$ cat config.mk
export PLATFORM = sky130hd
export DESIGN_NAME = wide_uart_initiator
export DESIGN_NICKNAME = d
export VERILOG_FILES = /design/src/rtl/wide_uart_initiator.sv
export SDC_FILE = /design/constraint.sdc
export NUM_CORES = 1
export LEC_CHECK = 0
export ABC_AREA = 1
export CAP_MARGIN = 20
export CORE_MARGIN = 5
export CORE_UTILIZATION = 58
export CTS_BUF_LIST = sky130_fd_sc_hd__clkbuf_4
export DETAILED_ROUTE_END_ITERATION = 12
export GPL_TIMING_DRIVEN = 0
export MAX_ROUTING_LAYER = met4
export PLACE_DENSITY = 0.89
export SLEW_MARGIN = 20
export SYNTH_ARGS = -nofsm -noshare
export SYNTH_HDL_FRONTEND = slang
export SYNTH_SLANG_ARGS = --single-unit
$ cat constraint.sdc
create_clock -name masterClock -period 2.2 [get_ports masterClock]
set_clock_uncertainty 0.05 [all_clocks]
set_input_delay 0.33 -clock masterClock [delete_from_list [all_inputs] [get_ports masterClock]]
set_output_delay 0.33 -clock masterClock [all_outputs]
set_load 0.1 [all_outputs]
$ cat src/rtl/wide_uart_initiator.sv
// Host-side UART initiator: sends a control byte plus WIDTH data bytes, then
// collects a status byte plus WIDTH data bytes from the responder.
module wide_uart_initiator #(
    parameter int unsigned BIT_CLOCKS   = 104,
    parameter int unsigned WIDTH        = 4,
    parameter int unsigned TIMEOUT_BITS = 64
) (
    input  logic                 masterClock,
    input  logic                 reset,
    input  logic                 start,
    input  logic [7:0]           control,
    input  logic [8*WIDTH-1:0]   outputData,
    input  logic                 rx,
    output logic                 tx,
    output logic                 busy,
    output logic [7:0]           status,
    output logic [8*WIDTH-1:0]   inputData,
    output logic                 done,
    output logic                 timeout,
    output logic                 frameError
);

    localparam int unsigned NBYTES     = WIDTH + 1;
    localparam int unsigned RW         = 8 * NBYTES;
    localparam int unsigned FRAME_BITS = 10 * NBYTES;
    localparam int unsigned TMO_CYCLES = TIMEOUT_BITS * BIT_CLOCKS;
    localparam int unsigned CW         = $clog2(BIT_CLOCKS);
    localparam int unsigned FW         = $clog2(FRAME_BITS);
    localparam int unsigned TW         = $clog2(TMO_CYCLES + 1);
    localparam int unsigned BW         = $clog2(NBYTES);

    typedef enum logic [2:0] {
        IDLE   = 3'd0,
        SEND   = 3'd1,
        WAIT   = 3'd2,
        RECV   = 3'd3,
        FINISH = 3'd4
    } state_t;

    state_t              state;
    state_t              state_nxt;
    logic [CW-1:0]       clk_cnt;
    logic [FW-1:0]       tx_idx;
    logic [FRAME_BITS-1:0] tx_frame;
    logic [TW-1:0]       tmo_cnt;
    logic                rx_s1;
    logic                rx_s2;
    logic                rx_prev;
    logic [3:0]          rx_bit;
    logic [7:0]          rx_byte;
    logic [BW-1:0]       rx_count;
    logic [RW-1:0]       rx_shift;

    logic [RW-1:0]         cmd_c;
    logic [FRAME_BITS-1:0] frame_c;
    logic                  bit_end_c;
    logic                  tx_last_c;
    logic                  fall_c;
    logic [CW-1:0]         rx_target_c;
    logic                  sample_c;
    logic                  rx_last_c;
    logic                  tmo_exp_c;

    // Full 8N1 command frame, transmitted from bit 0 upward
    assign cmd_c = {control, outputData};
    for (genvar b = 0; b < NBYTES; b++) begin : g_frame
        assign frame_c[10*b +: 10] = {1'b1, cmd_c[RW-8-8*b +: 8], 1'b0};
    end

    // State register
    always_ff @(posedge masterClock) begin
        if (reset) state <= IDLE;
        else       state <= state_nxt;
    end

    // Next-state logic
    always_comb begin
        state_nxt = state;
        case (state)
            IDLE:   if (start) state_nxt = SEND;
            SEND:   if (bit_end_c && tx_last_c) state_nxt = WAIT;
            WAIT: begin
                if (tmo_exp_c)   state_nxt = IDLE;
                else if (fall_c) state_nxt = RECV;
            end
            RECV: begin
                if (sample_c) begin
                    if (rx_bit == 4'd0 && rx_s2) state_nxt = WAIT;
                    else if (rx_bit == 4'd9)     state_nxt = rx_last_c ? FINISH : WAIT;
                end
            end
            FINISH: state_nxt = IDLE;
            default: state_nxt = IDLE;
        endcase
    end

    // Timing strobes; the start bit is sampled half a bit in, the rest a full bit apart
    always_comb begin
        bit_end_c   = (clk_cnt == CW'(BIT_CLOCKS - 1));
        tx_last_c   = (tx_idx == FW'(FRAME_BITS - 1));
        fall_c      = rx_prev & ~rx_s2;
        rx_target_c = (rx_bit == 4'd0) ? CW'(BIT_CLOCKS / 2 - 1) : CW'(BIT_CLOCKS - 1);
        sample_c    = (clk_cnt == rx_target_c);
        rx_last_c   = (rx_count == BW'(WIDTH));
        tmo_exp_c   = (tmo_cnt == TW'(1));
    end

    // Datapath and registered outputs
    always_ff @(posedge masterClock) begin
        if (reset) begin
            tx         <= 1'b1;
            busy       <= 1'b0;
            status     <= '0;
            inputData  <= '0;
            done       <= 1'b0;
            timeout    <= 1'b0;
            frameError <= 1'b0;
            clk_cnt    <= '0;
            tx_idx     <= '0;
            tx_frame   <= '1;
            tmo_cnt    <= '0;
            rx_s1      <= 1'b1;
            rx_s2      <= 1'b1;
            rx_prev    <= 1'b1;
            rx_bit     <= '0;
            rx_byte    <= '0;
            rx_count   <= '0;
            rx_shift   <= '0;
        end else begin
            done    <= 1'b0;
            timeout <= 1'b0;
            rx_s1   <= rx;
            rx_s2   <= rx_s1;
            rx_prev <= rx_s2;
            case (state)
                IDLE: begin
                    if (start) begin
                        tx_frame   <= frame_c;
                        tx         <= frame_c[0];
                        tx_idx     <= '0;
                        clk_cnt    <= '0;
                        busy       <= 1'b1;
                        frameError <= 1'b0;
                        rx_count   <= '0;
                    end
                end
                SEND: begin
                    if (bit_end_c) begin
                        clk_cnt <= '0;
                        if (tx_last_c) begin
                            tx      <= 1'b1;
                            tmo_cnt <= TW'(TMO_CYCLES);
                        end else begin
                            tx_frame <= tx_frame >> 1;
                            tx       <= tx_frame[1];
                            tx_idx   <= tx_idx + 1'b1;
                        end
                    end else begin
                        clk_cnt <= clk_cnt + 1'b1;
                    end
                end
                WAIT: begin
                    if (tmo_exp_c) begin
                        timeout <= 1'b1;
                        busy    <= 1'b0;
                        tmo_cnt <= '0;
                    end else if (fall_c) begin
                        tmo_cnt <= TW'(TMO_CYCLES);
                        clk_cnt <= '0;
                        rx_bit  <= '0;
                    end else begin
                        tmo_cnt <= tmo_cnt - 1'b1;
                    end
                end
                RECV: begin
                    if (sample_c) begin
                        clk_cnt <= '0;
                        rx_bit  <= rx_bit + 4'd1;
                        if (rx_bit == 4'd9) begin
                            rx_shift <= {rx_shift[RW-9:0], rx_byte};
                            rx_count <= rx_count + 1'b1;
                            if (!rx_s2) frameError <= 1'b1;
                        end else if (rx_bit != 4'd0) begin
                            rx_byte <= {rx_s2, rx_byte[7:1]};
                        end
                    end else begin
                        clk_cnt <= clk_cnt + 1'b1;
                    end
                end
                FINISH: begin
                    status    <= rx_shift[RW-1 -: 8];
                    inputData <= rx_shift[RW-9:0];
                    done      <= 1'b1;
                    busy      <= 1'b0;
                end
                default: ;
            endcase
        end
    end

endmodule

# Word-level counts from Yosys, hierarchy flattened
# Index checks and enable logic that the tools add are counted.
dict set report totals {
  register_bits 182
  inputBits 44
  output_inout_bits 45
  wordCells 124
}
dict set report op_classes {
  n_addsub 5
  eq_ne 23
  mux 50
  bitwise_logic 4
  reduce_logical 23
}
# cell count
set op_table {}
lappend op_table {{50-bit 2-to-1 mux} 3}
lappend op_table {{50-bit case mux with 2 select lines} 1}
lappend op_table {{13-bit 2-to-1 mux} 4}
lappend op_table {{7-bit 2-to-1 mux} 6}
lappend op_table {{3-bit 2-to-1 mux} 11}
lappend op_table {{7-bit case mux with 4 select lines} 1}
lappend op_table {{13-bit case mux with 2 select lines} 1}
lappend op_table {{2-bit != test, second input constant} 11}
lappend op_table {{4-bit AND reduction} 5}
lappend op_table {{6-bit 2-to-1 mux} 3}
lappend op_table {{13-bit by 1-bit == test with 1-bit output, second input constant} 1}
lappend op_table {{13-bit by 1-bit subtractor with 13-bit output, second input constant} 1}
lappend op_table {{4-bit 2-to-1 mux} 3}
lappend op_table {{3-bit case mux with 4 select lines} 1}
lappend op_table {{6-bit case mux with 2 select lines} 1}
lappend op_table {{3-bit AND reduction} 4}
lappend op_table {{1-bit 2-to-1 mux} 10}
lappend op_table {{5-bit AND reduction} 2}
lappend op_table {{4-bit case mux with 2 select lines} 1}
lappend op_table {{2-bit nonzero test} 4}
lappend op_table {{4-bit nonzero test} 2}
lappend op_table {{7-bit by 1-bit adder with 7-bit output, second input constant} 1}
lappend op_table {{7-bit == test} 1}
lappend op_table {{7-bit == test, second input constant} 1}
lappend op_table {{other kinds (19)} 26}

# Logic depth before layout (Yosys ltp)
dict set report depth {
  ltp_word 6
  ltp_mapped 12
  depth_no_buf 12
}

# Worst setup path after synthesis
# No wires, ideal clock.
dict set report synth_timing {
  path_type {register -> register}
  from {register rx_bit[0]}
  to {register rx_shift[29]}
  t_arrival_ns 1.544
  required_ns 2.028
  setup_slack_ns 0.484
  path_stages_with_launch 9
  n_path_buf 2
  period_less_slack_ns 1.716
  cell_sequence {dfxtp_1 ha_1 nand2_1 nor2_1 inv_2 clkbuf_1 clkbuf_1 nor4_1 nor2_1}
}
dict set report synth_via {
  elab_chain_len 4
}
# element line_no
set synth_rtl {}
lappend synth_rtl {{from (decl)} 49} ;# logic [3:0] rx_bit;
lappend synth_rtl {{from (signal assigned)} 178} ;# rx_bit <= rx_bit + 4'd1;
lappend synth_rtl {{4-bit zero test} 102} ;# rx_target_c = (rx_bit == 4'd0) ? CW'(BIT_CLOCKS / 2 - 1) : CW'(BIT_CLOCKS - 1);
lappend synth_rtl {{7-bit 2-to-1 mux} 102}
lappend synth_rtl {{7-bit == test} 103} ;# sample_c = (clk_cnt == rx_target_c);
lappend synth_rtl {{3-bit AND reduction (no source line) (*)} --}
lappend synth_rtl {{to (signal assigned)} 180} ;# rx_shift <= {rx_shift[RW-9:0], rx_byte};
lappend synth_rtl {{to (decl)} 52} ;# logic [RW-1:0] rx_shift;
# Every way passes the cells marked *; elsewhere a longest branch is shown, timed or not.
# A chain may end at the register's enable or synchronous reset.

# Worst setup path in the final report
dict set report layout_timing {
  from {register done}
  to {output done}
}
# element line_no
set layout_lines {}
lappend layout_lines {{from (decl)} 18} ;# output logic done,
lappend layout_lines {{from (signal assigned)} 115} ;# done <= 1'b0;
lappend layout_lines {{from (signal assigned)} 130} ;# done <= 1'b0;
lappend layout_lines {{from (signal assigned)} 193} ;# done <= 1'b1;
# No word-level cell between the ends.

==> impl_metrics.yaml <==
sta:
  timing.fmax_mhz: 473.3
  final-hold-violation-count: 0
  post-route-period-util: 0.9604
  finalSetupViolCount: 0
  min_period_ps: 2113
  drv_slew: 0
  whs_ps: 265.1
  rsz0062_at_grt: "no"
  maxSlewHeadroom: 0.3720
  postLayoutSetupSlackWorst_ps: 87.23
  worst_slew_pin_slew_ps: 945.6
route:
  firstDrtPassIters: 5
  wl_met3_mm: 1.041
  wl_mm: 18.86
  vias: 7272
  drt_iter0_drc: 635
  wl_met1_mm: 8.570
  drcViolationCount: 0
  dr_wl_met2_mm: 8.914
  maxUsedRoutingLayer: "met4"
  vias_per_cell: 5.359
  wire_per_inst_um: 13.90
  ant_nets: 0
placement:
  port_buffers: 88
  gp_congestion: 0.9015
  place_ws_ps: -158.0
  dpl-instance-area_mm2: 0.008945
  dpl.cell_count: 1325
  dp_hpwl_mm: 13.43
clocking:
  clock_latency_ps: 580
  cts_max_level: 4
  clk_pin_slew_worst_paths_ps: 160
  holdBufCountCts: 0
  clock-sinks: 181
  cts_root_buffer: "clkbuf_4"
  clock_path_buffers: 2
  cts_buffers: 17
  cts_tree: "done"
die:
  die_area_mm2: 0.01595
  rows: 42
  start_util: 0.5923
  core_area_mm2: 0.01324
  ios: 89
  die_x_um: 126.3
  die_height_um: 126.3
critical_path:
  worstReg2RegEnd: "tx_frame[41]"
  r2r_setup_slack_ps: 140
  r2r_start: "clk_cnt[0]"
  path_cells: "clkdlybuf4s15_1"
  start_kind: "flop"
  cp_data_required_time_ps: 1820
  slowest_delay_ps: 810
  crit_family: "buffers and inverters"
  reg2regPathDepth: 11
  endpoint_kind: "output pin"
  setup.worst_path.end: "done"
  path_depth: 1
  critical_path_arrival_ps: 1730
  worst-path-buf-inv: 1
  worst-path-max-fanout: 1
  path_class: "reg -> out"
  crit_path_start: "done"
  cp_slowest_cell: "clkdlybuf4s15_1"
synth:
  synthesis.area_mm2: 0.007844
  synthTopCellsByArea: "dfxtp_1 (46%), nand2_1 (8.9%), nor2_1 (8.9%), o211ai_1 (7.3%), inv_1 (5.1%)"
  synthArstFlopShare: 0
  synth_edf_count: 0
  syn-num-nets: 1115
  ys_seq_elements: 181
  synth_commonest_cells: "nand2_1 (186), nor2_1 (186), dfxtp_1 (181), inv_1 (106), o211ai_1 (76)"
  synth_top_family_by_area: "simple AND/OR/NAND/NOR gates"
  synth.distinct_cells: 34
  synth_top_area_cell: "dfxtp_1"
  synthCells: 1061
  avgSynthCellArea_um2: 7.393
  synth_compound_area_frac: 0.1614
  synthAdderAreaFrac: 0.01595
  yosys.area_share.simple: 0.2578
  synth_seq_area_share: 0.4620
  synth_xor_area_frac: 0.01117
  yosysTopAreaCellShare: 0.4620
  synth_top_flop_cell: "dfxtp_1"
  yosys_warnings: 0
  synth_mux_area_frac: 0
layout:
  postLayoutCellArea_mm2: 0.009144
  final_nets: 1222
  fillers: 1099
  n_antenna_cell: 0
  finalNonFillerCells: 1357
  drive_above_1_share: 0.1075
  syn_to_final_growth_pct: 16.57
grt:
  grt_pass1_vias: 6953
  antenna_found_initial: 0
  grt_first_pass_wirelength_mm: 32.49
  gr-usage-all-layers: 0.2494
  grt_start_max_net_pins: 19
  overflow: 0
flow_run:
  drv_cap: 0
power_and_ir_drop:
  power.density_mw_per_mm2: 1135
  vdd_ir_drop_max_uv: 549.2
  report.power.total_uw: 10380
  p_leak_uw: 0.004128
status:
  outcome: "finished, final reports clean"
hold_path:
  hp-class: "in -> reg"
-- area by class of cell --
class	instances	area [um^2]	area share
multi-input combinational	705	3511	0.3840
clock buffer	17	127.6	0.01396
clock inverter	15	186.4	0.02039
sequential	181	3623	0.3963
buffer	60	290.3	0.03175
inverter	115	431.7	0.04721
tap	176	220.2	0.02408
timing repair buffer	88	753.2	0.08238
-- worst min-delay path by stage --
stage	endpoint	startpoint	cells past startpoint	slack (ps)
floorplan	rx_s2	rx_s1	1	340
global placement	rx_s2	rx_s1	1	350
detailed placement	rx_s2	rx_s1	1	350
CTS	rx_s1	rx	2	230
global route	rx_s1	rx	2	240
finish	rx_s1	rx	2	270
-- per-stage QoR --
stage / util / setup TNS (ps)
finish: 0.6905 / 0
global route: 0.6905 / 0
CTS: 0.7003 / 0
detailed placement: 0.6755 / -4341
global placement: 0.6755 / -2192
floorplan: - / 0
-- placed cells by master, fill, tap and decap left out, types with 11 or more instances in the layout --
master / n
nand2_1: 186
clkdlybuf4s50_1: 43
buf_2: 11
o21ai_0: 62
clkbuf_4: 17
nand3_1: 38
a21oi_1: 35
dfxtp_1: 181
clkdlybuf4s15_2: 14
o211ai_1: 76
nor4_1: 29
o21ai_1: 32
clkbuf_1: 36
nor2_1: 185
clkbuf_2: 31
inv_1: 106
-- power by group --
part / leakage, uW / internal, uW / total, uW / switching, uW
sequential: 0.00147 / 3880 / 4180 / 307
combinational: 0.00249 / 1450 / 4210 / 2760
clock: 0.000167 / 724 / 1990 / 1260
-- registers in the layout (all words and copies together) (netlist names), 3 cells and up --
name       count
clk_cnt        7
rx_shift      40
status         8
tmo_cnt       13
state          3
rx_count       3
rx_byte        8
tx_frame      49
inputData     32
tx_idx         6
rx_bit         4
-- routing by layer --
metal / track usage / vias to the layer above
li1: - / 3701
met1: 0.3212 / 3337
met2: 0.3984 / 199
met3: 0.05338 / 35
met4: 0.07319 / 0
met5: - / -
-- what timing repair did --
action                                  CTS  global route
gates resized for setup                 102            37
buffers inserted                          0             0
endpoints found under the setup margin   45            63
-- cells by family after synthesis --
family          after synthesis
flops                       181
fa+ha+maj                    10
compound gates              212
simple gates                473
xor+xnor                     10
buf+inv                     175
Power figures use the tool's default switching activity.
==> edit, RTL diff (same flow settings) <==
Encoding of `state_t`: now one-hot (5 bits for 5 states).
--- a/src/rtl/wide_uart_initiator.sv
+++ b/src/rtl/wide_uart_initiator.sv
@@ -31,8 +31,8 @@
 
-    typedef enum logic [2:0] {
-        IDLE   = 3'd0,
-        SEND   = 3'd1,
-        WAIT   = 3'd2,
-        RECV   = 3'd3,
-        FINISH = 3'd4
+    typedef enum logic [4:0] {
+        IDLE   = 5'b00001,
+        SEND   = 5'b00010,
+        WAIT   = 5'b00100,
+        RECV   = 5'b01000,
+        FINISH = 5'b10000
     } state_t;
Check against the original RTL: same outputs for any inputs over 10 cycles, from zero or initial values and one cycle with reset high; not proved beyond that.
==> edit against the unedited design <==
Sequential cell count is 2 higher. Wire length is 8.6% lower. Setup slack worse by 0.034 ns. Power is 18% lower. Clock power is 6% lower. Cell area is 0.21% lower. Cell count is 2.5% lower. Sequential share of layout area is 0.53 points higher. Highest routed layer unchanged. Global-route usage is 2.7 points lower. Via count is 4.4% lower. Synthesized area is 0.14% lower. Core utilization is 0.14 points lower.
==> edit: results <==
export IMPL_status="finished clean"
export IMPL_placed_area_um2=8920
export IMPL_synth_compound_area_share_pct=20.3
export IMPL_r2r_end="rx_shift[22]"
export IMPL_vias=6953
export IMPL_worstHoldEndpoint="rx_s1"
export IMPL_ir_drop_v=0.000702
export IMPL_synth_xor_area_share_pct=1.34
export IMPL_grt_pass1_vias=6360
export IMPL_gp_congestion=0.923
export IMPL_max_stage_delay_ns=0.83
export IMPL_synth_commonest_cells="dfxtp_1 (183), nand2_1 (146), nor2_1 (130)"
export IMPL_met3_wirelength_um=898
export IMPL_fin_nets=1188
export IMPL_wl_met2_um=8380
export IMPL_grt_pass1_wl_um=29000
export IMPL_cellLeakagePower_uw=0.00372
export IMPL_worstPathArrival_ns=1.77
export IMPL_drive_gt1_share_pct=10.9
export IMPL_grt_max_degree=17
export IMPL_rrSetupSlack_ns=0.12
export IMPL_gr_usage_all_layers_pct=22.3
export IMPL_dp_hpwl_um=12700
export IMPL_r2r_start="rx_bit[0]"
export IMPL_clk_pin_slew_worst_paths_ns=0.15
export IMPL_m1WireLength_um=7720
export IMPL_worst_slew_pin_slew_ns=0.959
export IMPL_n_fill_cell=1100
export IMPL_worstSkewPairLatency_ns=0.57
export IMPL_netSwitchingFraction_pct=36.2
export IMPL_path_max_fanout=2
export IMPL_postLayoutCellArea_um2=9130
export IMPL_drtIter0Drc=501
export IMPL_synth_top_cells_by_area="dfxtp_1 (47%), o211ai_1 (8.1%), nand2_1 (7.0%)"
export IMPL_pre_cts_ws_ns=0.0698
export IMPL_reg_top3="tx_frame: 49 flops, rx_shift: 40 flops, inputData: 32 flops"
export IMPL_routedWlPerCell_um=13.0
[edit: cell types whose count changed in the layout (fill, tap and decap cells not counted), moves of 9 or more]
cell             unedited run  this run
nor2_1                    185       130
a21oi_1                    35        83
nand2_1                   186       146
nor4_1                     29         0
inv_1                     106       129
o21ai_0                    62        82
o21ai_1                    32        15
clkdlybuf4s15_1             2        18
clkbuf_1                   36        23
nand3_1                    38        27
clkdlybuf4s15_2            14         5
o211ai_1                   76        85
[edit: worst max-delay path by stage]
stage	startpoint	end	slack [ns]	cells past startpoint
5_1_grt	rx_bit[1]	rx_shift[30]	0.0007	11
3_3_place_gp	rx_bit[0]	rx_shift[22]	0.12	11
2_1_floorplan	rx_bit[0]	rx_shift[10]	0.48	11
3_5_place_dp	reset	tx_frame[48]	0.07	5
4_1_cts	inputData[22]	inputData[22]	0.0009	1
6_report	inputData[15]	inputData[15]	0.05	1
[edit: cells by family after synthesis]
| logic type | Yosys count |
|---|---|
| AND/OR/NAND/NOR | 359 |
| adder cells (fa/ha/maj) | 10 |
| AO/OA/AOI/OAI | 272 |
| flip-flops | 183 |
| XOR/XNOR | 12 |
| buffers and inverters | 191 |
[edit: metrics by stage]
step / hold slack [ns] / instances
CTS: 0.223 / 1323
global placement: 0.347 / 1290
global route: 0.232 / 1323
finish: 0.270 / 1323
detailed placement: 0.344 / 1290
floorplan: 0.339 / 1027
[edit: area by class of cell]
cell class / instances / share of cell area, %
clock inverter: 13 / 1.62
sequential: 183 / 40.2
buffer: 54 / 2.89
timing repair buffer: 88 / 8.56
multi-input combinational: 653 / 37.1
clock buffer: 19 / 1.56
inverter: 137 / 5.66
tap: 176 / 2.41
[edit: routing by layer]
metal  GRT usage [%]  vias to the layer above
met1            27.9                     3148
met4            7.51                        0
li1                -                     3593
met5               -                        -
met3            4.23                       24
met2            36.4                      188
[edit: repair_timing]
item,4_1_cts,5_1_grt
hold endpoints to repair,4,0
hold buffers,1,0
setup endpoints to repair,45,53
gates resized for setup,79,40
[edit: power by group through the flow]
| stage | clock network (uW) | logic [uW] | registers, uW |
|---|---|---|---|
| 2_1_floorplan | 0 | 1990 | 4100 |
| 4_1_cts | 1920 | 2690 | 3950 |
| 6_report | 1880 | 2700 | 3960 |
| 3_5_place_dp | 0 | 2670 | 4020 |
| 5_1_grt | 2060 | 3060 | 4000 |
| 3_3_place_gp | 0 | 2610 | 4010 |
